File: src/rtl/lfsr_param.sv
// Parametrised Fibonacci/Galois LFSR with runtime seed load, zero-seed
// lockup protection and hardware period measurement.
module lfsr_param #(
   parameter int              WIDTH = 16,
   parameter logic [WIDTH-1:0] TAPS = 16'hB400,
   parameter logic [WIDTH-1:0] SEED = 16'hACE1,
   parameter int              MODE  = 0
) (
   input  logic             clk,
   input  logic             reset,
   input  logic             enable,
   input  logic             load,
   input  logic [WIDTH-1:0] seed_in,
   output logic [WIDTH-1:0] lfsr,
   output logic             out_bit,
   output logic             lockup,
   output logic             period_done,
   output logic [WIDTH-1:0] period_len
);

   if (WIDTH < 3 || WIDTH > 32) begin : g_bad_width
      $error("lfsr_param: WIDTH must be in 3..32");
   end
   if (SEED == '0) begin : g_bad_seed
      $error("lfsr_param: SEED must be nonzero");
   end
   if (TAPS[WIDTH-1] == 1'b0) begin : g_bad_taps
      $error("lfsr_param: TAPS[WIDTH-1] must be set");
   end
   if (MODE != 0 && MODE != 1) begin : g_bad_mode
      $error("lfsr_param: MODE must be 0 or 1");
   end

   // One LFSR step; with TAPS[WIDTH-1] set neither form can map nonzero to zero.
   function automatic logic [WIDTH-1:0] lfsr_step(input logic [WIDTH-1:0] s);
      if (MODE == 0)
         lfsr_step = {s[WIDTH-2:0], ^(s & TAPS)};
      else
         lfsr_step = (s >> 1) ^ (s[0] ? TAPS : '0);
   endfunction

   logic [WIDTH-1:0] start;
   logic [WIDTH-1:0] cnt;
   logic [WIDTH-1:0] lfsr_nxt;
   logic             seed_zero;

   assign lfsr_nxt  = lfsr_step(lfsr);
   assign seed_zero = (seed_in == '0);
   assign out_bit   = (MODE == 0) ? lfsr[WIDTH-1] : lfsr[0];

   always_ff @(posedge clk) begin
      if (reset) begin
         lfsr        <= SEED;
         start       <= SEED;
         cnt         <= '0;
         period_len  <= '0;
         period_done <= 1'b0;
         lockup      <= 1'b0;
      end else if (load) begin
         // A zero seed would lock the register up, so fall back to SEED.
         lfsr        <= seed_zero ? SEED : seed_in;
         start       <= seed_zero ? SEED : seed_in;
         lockup      <= seed_zero;
         cnt         <= '0;
         period_len  <= '0;
         period_done <= 1'b0;
      end else begin
         lockup <= 1'b0;
         if (enable) begin
            lfsr <= lfsr_nxt;
            if (lfsr_nxt == start) begin
               cnt         <= '0;
               period_len  <= cnt + 1'b1;
               period_done <= 1'b1;
            end else begin
               cnt         <= cnt + 1'b1;
               period_done <= 1'b0;
            end
         end else begin
            period_done <= 1'b0;
         end
      end
   end

endmodule
File: config.mk
export PLATFORM = sky130hd
export DESIGN_NAME = lfsr_param
export DESIGN_NICKNAME = d
export VERILOG_FILES = /design/src/rtl/lfsr_param.sv
export SDC_FILE = /design/constraint.sdc
export NUM_CORES = 1
export LEC_CHECK = 0
export CAP_MARGIN = 20
export CORE_AREA = 2 2 116 118
export DETAILED_ROUTE_END_ITERATION = 7
export DIE_AREA = 0 0 118 120
export GPL_TIMING_DRIVEN = 0
export PLACE_DENSITY = 0.49
export SLEW_MARGIN = 20
export SYNTH_ARGS = -nofsm -noshare
export SYNTH_HDL_FRONTEND = slang
export SYNTH_SLANG_ARGS = --single-unit
File: constraint.sdc
create_clock -name clk -period 4.76 [get_ports clk]
set_clock_uncertainty 0.1 [all_clocks]
set_input_delay 0.952 -clock clk [delete_from_list [all_inputs] [get_ports clk]]
set_output_delay 0.952 -clock clk [all_outputs]
set_load 0.01 [all_outputs]
==> impl_summary.log, run 1 <==
INFO  metric effective_utilization_at_floorplan = ~24%
INFO  metric placementRows = 42
INFO  metric totalPowerFinal = roughly 1500 uW
INFO  metric outcome = complete, no violations
INFO  metric cp_cell_sequence = clkdlybuf4s50_1, inv_1, clkbuf_1, nor2_1, nand3_1, clkbuf_1, o22ai_1
INFO  metric yosys-top-cells-count = 66 x sky130_fd_sc_hd__dfxtp_1, 42 x sky130_fd_sc_hd__nand2_1, 40 x sky130_fd_sc_hd__nor2_1
INFO  metric dr.first_iter.drc_count = 154
INFO  metric multi_input_comb_area = approximately 1700 um^2
INFO  metric final_max_slew_viol_count = 0
INFO  metric grt_pass1_vias = roughly 3k
INFO  metric num_antenna_cells = 0
INFO  metric insertion_delay = around 330 ps
INFO  metric grt_pass1_wl = about 16,000 um
INFO  metric layout_worst_path_cycle_share = approximately two thirds
INFO  metric async_reset_ff_share = 0%
INFO  metric route.final.wire_length = approximately 9600 um
INFO  metric synth_edf_count = 0
INFO  metric synth_seq_area_share = 42.0%
INFO  metric ctsResizeCount = 0
INFO  metric start_kind = input port
INFO  metric worst_path_largest_cell_delay = roughly 530 ps
INFO  metric number_of_instances_in_the_synthesized_netlist = roughly 370
INFO  metric leakagePower = about 0.0015 uW
INFO  metric post-synth-top-count-cell = sky130_fd_sc_hd__dfxtp_1
INFO  metric power.ir.vdd_worst = roughly 0.16 mV
INFO  metric path_max_fanout = 10
INFO  metric fill_cells = about 1.4k
INFO  metric grt_util_all_layers = around 14%
INFO  metric slew-limit-headroom = around half
INFO  metric area_of_all_sequential_standard_cells = 1320 um^2
INFO  metric critical-path-top-cell-by-count = sky130_fd_sc_hd__clkbuf_1
INFO  metric crit_required = a little under 5000 ps
INFO  metric numCtsBuffers = 9
INFO  metric synth_area_leader_cell = sky130_fd_sc_hd__dfxtp_1
INFO  metric tightestPinTransition = between 700 and 800 ps
INFO  metric postSynthNetCount = 394
INFO  metric postSynthAreaPerCell = approximately 8.4 um^2
INFO  metric floorplan.die_area = 14,200 um^2
INFO  metric synth_compound_gate_area_share = 19.2%
INFO  metric yosysUniqueCellTypes = 40
INFO  metric totalNegativeSetupSlack = 0 ps
INFO  metric synthSimpleGateAreaFrac = 22.2%
INFO  metric synthesis.area = 3150 um^2
INFO  metric synth.mux.area_fraction = between 2 and 3%
INFO  metric core_area = between 10,000 and 15,000 um^2
INFO  metric dr.pass1.iters = 4
INFO  metric clock-sinks = 66
INFO  metric power.density = about 360 nW/um^2
INFO  metric io_buffer_count = between 50 and 60
INFO  metric via_count = a little under 3k
INFO  metric synth_ff_type = sky130_fd_sc_hd__dfxtp_1
INFO  metric timing.critical_path.to_type = flop
INFO  metric post_synth_xor_area_fraction = about a tenth
INFO  metric die_x = between 100 and 150 um
INFO  metric path_clk_slew = 60 ps
INFO  metric synth_adder_area_share = 0.397%
INFO  metric antenna_violating_nets_post_route = 0
INFO  metric design.final.nets = ~460
INFO  metric detail_routed_net_length_per_standard_cell = 15.6 um
INFO  metric path_buf_inv = 4
INFO  metric global_route.usage.met2 = between 20% and 30%
INFO  metric gpl.final_weighted_congestion = between 0.7 and 0.8
INFO  metric grt_antenna_before_repair = 0
INFO  metric hold_path_class = flop to flop
INFO  metric globalRoute.busiestLayer = met2
INFO  metric share_of_layout_cells_above_drive_strength_1 = 6.35%
INFO  metric use_met1 = about a fifth
INFO  metric postCtsHoldBufs = 0
INFO  metric report.final.hold_viol_count = 0
INFO  metric detail_route.drc_violations = 0
INFO  metric clock-root-buffer = sky130_fd_sc_hd__clkbuf_16
INFO  metric clockBufferDepth = 2
INFO  metric dieHeight = ~120 um
INFO  metric route.detailed.vias_per_inst = around 4.8
INFO  metric ys_warn_count = 0
INFO  metric main_combinational_cell_family_by_area_after_synthesis = simple AND/OR/NAND/NOR gates
INFO  metric clock_tree.htree_level_count = 3
INFO  metric critical-path-top-delay-family = buffers and inverters
INFO  metric cts_post_setup_buffers_inserted = 0
INFO  metric timing.final.setup_violations = 0
INFO  metric minimum_period_implied_by_the_final_worst_setup_slack = approximately 3100 ps
INFO  metric worst_ep_arrival_time = ~3200 ps
INFO  metric synth-seq-cells = 66
INFO  metric use_met3 = 3.42%
INFO  metric synth_top_area_share = a little over two fifths
INFO  metric boundaryPins = 55
INFO  metric critical_path.slowest_cell = sky130_fd_sc_hd__clkdlybuf4s50_1
INFO  metric cts_tree = done
INFO  metric synth.top_cells.by_area = sky130_fd_sc_hd__dfxtp_1 42%, sky130_fd_sc_hd__xor2_1 5.8%, sky130_fd_sc_hd__nand2_1 5.0%
INFO  metric grt_setup_unrepaired = no
INFO  metric pin_count_of_the_biggest_net_entering_global_routing = 12
INFO  metric cap_viol_max_count = 0
INFO  metric criticalPathCategory = input port to flop
INFO  metric dp.final_hpwl = a little under 7000 um
INFO  metric relative_area_change_from_synthesis_to_final_layout = 34.3%
INFO  metric maxClockFrequency = between 0.3 and 0.4 GHz
INFO  metric grt.overflow.total = 0
tightest hold or removal path, stage by stage (launching register included):
cell                      delay, ps
sky130_fd_sc_hd__dfxtp_1        310
sky130_fd_sc_hd__nand2_1         50
sky130_fd_sc_hd__o22ai_1         60
power by group:
part | switching (uW) | internal (uW) | total (uW)
sequential | 21.5 | 571 | 592
combinational | 93.4 | 69.7 | 163
clock | 249 | 500 | 749
area by class of cell:
cell class                 count  area share (%)
multi-input combinational    279            40.5
inverter                       3           0.266
clock inverter                 4            1.72
tap                          176            5.21
sequential                    66            31.2
clock buffer                  12            6.30
timing repair buffer          52            12.3
buffer                        25            2.49
worst paths after layout:
| path | end | slack [ps] | cells past startpoint | from |
|---|---|---|---|---|
| max | period_len[4] | 1650 | 7 | enable |
| min | period_len[5] | 370 | 2 | period_len[5] |
| max reg2reg | period_len[1] | 2180 | 6 | lfsr[7] |
| min reg2reg | period_len[5] | 370 | 2 | period_len[5] |
stage by stage:
stage / utilization (%) / worst slack [ps] / hold WS (ps) / instances / area (um^2)
2_1_floorplan: - / 2340 / 359 / 373 / 3150
3_3_place_gp: 30.0 / 1280 / 359 / 601 / 3890
3_5_place_dp: 30.0 / 1260 / 359 / 601 / 3890
4_1_cts: 32.6 / 1590 / 370 / 617 / 4230
5_1_grt: 32.6 / 1410 / 383 / 617 / 4230
6_report: 32.6 / 1650 / 367 / 617 / 4230
cells by family after synthesis:
| group | count (synthesis) |
|---|---|
| flops | 66 |
| simple gates | 142 |
| fa+ha+maj | 1 |
| xor+xnor | 33 |
| buf+inv | 28 |
| mux | 9 |
| compound gates | 94 |
flip-flops by register name (all words and copies together) (netlist names):
signal	cells
period_len	16
cnt	16
lfsr	16
start	16
lockup	1
period_done	1
placed cells by master, fill, tap and decap left out, types with 6 or more instances in the layout:
cell type and n:
sky130_fd_sc_hd__mux2i_1 9, sky130_fd_sc_hd__nor2b_1 9, sky130_fd_sc_hd__nor4_1 10, sky130_fd_sc_hd__nand3_1 6, sky130_fd_sc_hd__a21oi_1 21, sky130_fd_sc_hd__dfxtp_1 66
sky130_fd_sc_hd__xor2_1 21, sky130_fd_sc_hd__clkbuf_1 19, sky130_fd_sc_hd__clkdlybuf4s50_1 52, sky130_fd_sc_hd__nand2_1 42, sky130_fd_sc_hd__clkbuf_16 9, sky130_fd_sc_hd__nor2_1 40
sky130_fd_sc_hd__xnor2_1 10, sky130_fd_sc_hd__a211oi_1 9, sky130_fd_sc_hd__o22ai_1 18, sky130_fd_sc_hd__o21ai_0 19, sky130_fd_sc_hd__a22o_1 15, sky130_fd_sc_hd__and2_1 8
routing by layer:
layer	up-vias	part of all wire, %
met5	-	0
met4	0	1.5
met3	15	5.3
met2	92	46
met1	1379	48
li1	1452	-
Power figures use the tool's default switching activity.
==> run 2, diff against run 1 <==
==> constraint.sdc (replaced) <==
create_clock -name clk -period 3.05 [get_ports clk]
set_clock_uncertainty 0.1 [all_clocks]
set_input_delay 0.61 -clock clk [delete_from_list [all_inputs] [get_ports clk]]
set_output_delay 0.61 -clock clk [all_outputs]
set_load 0.01 [all_outputs]
==> results of run 2 <==
The final DEF is identical to that of run 1. Status: complete, no violations.
Main changes from that run: setup slack after placement 1260 ps -> -111 ps; setup slack after layout 1650 ps -> 278 ps; register-to-register setup slack 2180 ps -> 470 ps; total power 1500 uW -> 2350 uW; worst IR drop on VDD 0.161 mV -> 0.251 mV
